==> src/rtl/sensor_conditioner.sv <==
// Roadside car-sensor input stage: per-approach synchroniser, debounce counter,
// arrival pulse and sticky request that the light-sequencing FSM clears when it serves.
module sensor_conditioner #(
    parameter int DEBOUNCE_CYCLES = 16,
    parameter int CNT_W           = 5
) (
    input  logic clk,
    input  logic reset,
    input  logic sa_raw,
    input  logic sb_raw,
    input  logic clr_a,
    input  logic clr_b,
    output logic sa_db,
    output logic sb_db,
    output logic rise_a,
    output logic rise_b,
    output logic req_a,
    output logic req_b
);

    localparam logic [CNT_W-1:0] CNT_LAST = CNT_W'(DEBOUNCE_CYCLES - 1);

    logic [1:0] raw;
    logic [1:0] clr;
    logic [1:0] db;
    logic [1:0] rise;
    logic [1:0] req;

    assign raw = {sb_raw, sa_raw};
    assign clr = {clr_b, clr_a};

    for (genvar ch = 0; ch < 2; ch++) begin : g_chan
        logic             s1;
        logic             s2;
        logic [CNT_W-1:0] cnt;
        logic             stable;
        logic             rise_r;
        logic             req_r;
        logic             accept;
        logic             rise_next;

        // The counter only reaches CNT_LAST while s2 disagrees, so it can never wrap.
        assign accept    = (s2 != stable) && (cnt == CNT_LAST);
        assign rise_next = accept && s2;

        always_ff @(posedge clk) begin
            if (reset) begin
                s1     <= 1'b0;
                s2     <= 1'b0;
                cnt    <= '0;
                stable <= 1'b0;
                rise_r <= 1'b0;
                req_r  <= 1'b0;
            end else begin
                s1     <= raw[ch];
                s2     <= s1;
                rise_r <= rise_next;
                // Arrival wins over a simultaneous clear so no car is ever dropped.
                req_r  <= rise_next || (req_r && !clr[ch]);
                if (s2 == stable) begin
                    cnt <= '0;
                end else if (accept) begin
                    stable <= s2;
                    cnt    <= '0;
                end else begin
                    cnt <= cnt + 1'b1;
                end
            end
        end

        assign db[ch]   = stable;
        assign rise[ch] = rise_r;
        assign req[ch]  = req_r;
    end

    assign sa_db  = db[0];
    assign sb_db  = db[1];
    assign rise_a = rise[0];
    assign rise_b = rise[1];
    assign req_a  = req[0];
    assign req_b  = req[1];

endmodule

==> config.mk <==
export PLATFORM = sky130hd
export DESIGN_NAME = sensor_conditioner
export DESIGN_NICKNAME = d
export VERILOG_FILES = /design/src/rtl/sensor_conditioner.sv
export SDC_FILE = /design/constraint.sdc
export NUM_CORES = 1
export LEC_CHECK = 0
export ABC_AREA = 1
export BUFFER_PORTS_ARGS = -buffer_cell sky130_fd_sc_hd__buf_2
export CORE_MARGIN = 2
export CORE_UTILIZATION = 56
export CTS_BUF_LIST = sky130_fd_sc_hd__clkbuf_8
export DETAILED_ROUTE_END_ITERATION = 12
export GPL_TIMING_DRIVEN = 0
export PLACE_DENSITY = 0.8
export REMOVE_ABC_BUFFERS = 1
export SYNTH_ARGS = -nofsm -noshare
export SYNTH_HDL_FRONTEND = slang
export SYNTH_SLANG_ARGS = --single-unit
==> constraint.sdc <==
create_clock -name clk -period 1.8 [get_ports clk]
set_clock_uncertainty 0.05 [all_clocks]
set_input_delay 0 -clock clk [delete_from_list [all_inputs] [get_ports clk]]
set_output_delay 0 -clock clk [all_outputs]
set_load 0.01 [all_outputs]
==> metrics.txt <==
final wirelength=1.426 mm; first-pass GRT wire length=2.125 mm; grt met2 use=0.4048; routing usage on met3=0.03889; Ports=12; fin crit share=0.8084; initial antenna violation count=0; Post-synth ARST share=0; wire per inst=11.32 um; PortBufs=11; top-count cell post-synth=dfxtp_1; Mapped Cells=90; mapped cell area=744.5 um2; status=completed; slowest CP cell=dfxtp_1; Hold Crit Endpoint=g_chan[1].s2; Pins Over Slew Limit=0; postcts setup bufs=0; Synth top cells by count=dfxtp_1 (20), inv_1 (19), nor2_1 (18), nand2_1 (12); WP data required=1.89 ns; dpl hpwl=805.3 um; drt pass-1 iters=5; Die Area=1637 um2; Die X=40.46 um; dpl ws=0.4536 ns; Slew HR=0.8691; final hold violation count=0; Synth Area in Simple Gates=0.2286; met1 Usage GRT=0.1858; Final WS setup=0.3448 ns; Antenna Nets Post-Route=0; CTS Buffer Depth=2; number of hold buffers added after CTS=7; DRT iter0 DRCs=16; ANT cells=0; placed inst area=813.3 um2; Synth Area in Compound Gates=0.04034; area share of the largest cell type after synthesis=0.5378; reg2reg end=sa_db; FP Rows=13; cell taking the most area after synthesis=dfxtp_1; layout cells sized above 1=0.1532; post-route cell area=938.4 um2; Critical Path End Type=flop; Area growth, synth to finish=26.05%; reported leakage power=0.4155 nW; All-Layer GR Usage=0.2133; Fillers=97; Syn. warnings=0; adder-cell share of the synthesized area=0.06723; CTS Buf Count=3; Overflow after GRT=0; main area contributors after synthesis=dfxtp_1 (54%), inv_1 (9.6%), nor2_1 (9.1%); CTS Sinks=20; clk_lat worst skew=0.25 ns; XOR/XNOR Fraction of Synth Area=0.02353; largest family of logic cells by synthesized area=simple AND/OR/NAND/NOR gates; MaxCap Viol Count=0; detailed-route vias per instance=4.833; crit path time final=1.455 ns; number of H-tree levels=1; Critical Path Max Stage Delay=0.38 ns; TritonCTS clock tree=built; HP Start=g_chan[1].s1; crit path kind=flop to flop; WHS Path Cells=2; # resized after CTS=0; CP Cell Sequence=ha_1 > nand2_1 > nor2_1 > ha_1 > inv_1 > o21ai_0 > a21oi_1; worst-path fanout max=4; largest net degree at the start of global routing=12; gpl congestion=0.5785; Register-to-Register Path Depth=7; Mean Syn Cell Area=8.272 um2; EDFF count, synth=0; Worst VDD drop=503.1 uV; r2r startpoint=g_chan[0].cnt[0]; hold crit path type=flop to flop; PD cells=873.1 nW/um2; Seq cells post-synth=20; most used cell, CP=ha_1; Final setup viols=0; type of origin of the critical path=flop; maximum clock rate=687.2 MHz; RSZ-0062 raised after global routing=false; vias in the first global route=548; r2r setup slk=0.34 ns; Arr. time, crit path=1.54 ns; setup TNS=0 ns; root buf cell=clkbuf_8; Die Height=40.46 um; Starting Density=0.5868; nets@finish=122; commonest register cell after synthesis=dfxtp_1; DR vias=609; busiest grt layer=met2; Seq/Total Area, Yosys=0.5378; Slew @ Worst Pin=0.1944 ns; Worst-path clk slew=0.07 ns; Core ar.=1269 um2; post-synth cell types=12; mux contribution to synthesized area=0; DRC viols=0
state kept, by name, summed over array words and instances, names as in the netlist:
signal,cells
g_chan.s1,2
req_b,1
sa_db,1
sb_db,1
rise_a,1
g_chan.cnt,10
g_chan.s2,2
req_a,1
rise_b,1
worst max path at each step:
stage	from	slack [ns]	end	depth (start not counted)
2_1_floorplan	g_chan[0].cnt[0]	0.57	sa_db	7
3_3_place_gp	g_chan[1].cnt[0]	0.48	sb_db	7
3_5_place_dp	g_chan[0].cnt[0]	0.45	sa_db	7
4_1_cts	g_chan[0].cnt[0]	0.44	g_chan[0].cnt[4]	7
5_1_grt	g_chan[0].cnt[0]	0.29	sa_db	7
6_report	g_chan[0].cnt[0]	0.34	sa_db	7
cells by family after synthesis:
logic type | after synthesis
xor+xnor | 2
compound gates | 6
fa+ha+maj | 4
buf+inv | 20
simple gates | 38
flops | 20
worst max-delay path, delay by kind of cell (launching register included):
family	cells	cell delay [ns]
compound gates	2	0.28
fa+ha+maj	2	0.39
buf+inv	1	0.08
flops	1	0.38
simple gates	2	0.15
stage by stage:
| step | util | power (W) | hold slack, ns | cells |
|---|---|---|---|---|
| after detailed placement | 0.6410 | 0.0004810 | 0.1606 | 115 |
| after floorplan | - | 0.0004707 | 0.01907 | 89 |
| after global routing | 0.7396 | 0.0008449 | 0.3781 | 126 |
| after CTS | 0.7396 | 0.0008257 | 0.3607 | 126 |
| final | 0.7396 | 0.0008193 | 0.3562 | 126 |
| after global placement | 0.6410 | 0.0004801 | 0.1560 | 115 |
layout make-up:
cell class | count | area [um2] | share of cell area
Tap cell | 15 | 18.77 | 0.02000
Inverter | 19 | 71.32 | 0.07600
Timing Repair Buffer | 18 | 125.1 | 0.1333
Multi-Input combinational cell | 50 | 267.8 | 0.2853
Sequential cell | 20 | 400.4 | 0.4267
Clock buffer | 4 | 55.05 | 0.05867
cells in the final DEF, fill, tap and decap left out, drive strengths merged:
cell type / n
dfxtp: 20
inv: 19
nor2: 18
nand2: 12
buf: 11
dlygate4sd3: 7
nand3: 4
a21oi: 4
ha: 4
clkbuf: 4
nand4: 4
xnor2: 2
o21ai: 2
layer usage:
metal	part of all wire	vias up
met5	0	-
met4	0.028	0
met3	0.031	4
met2	0.55	14
met1	0.39	277
li1	-	314
power by group:
group,leakage (nW),internal [W],total (W),switching [W]
clock,0.0288,0.000194,0.000336,0.000141
sequential,0.162,0.000448,0.000451,0.00000359
combinational,0.225,0.0000180,0.0000324,0.0000144
Power figures use the tool's default switching activity.
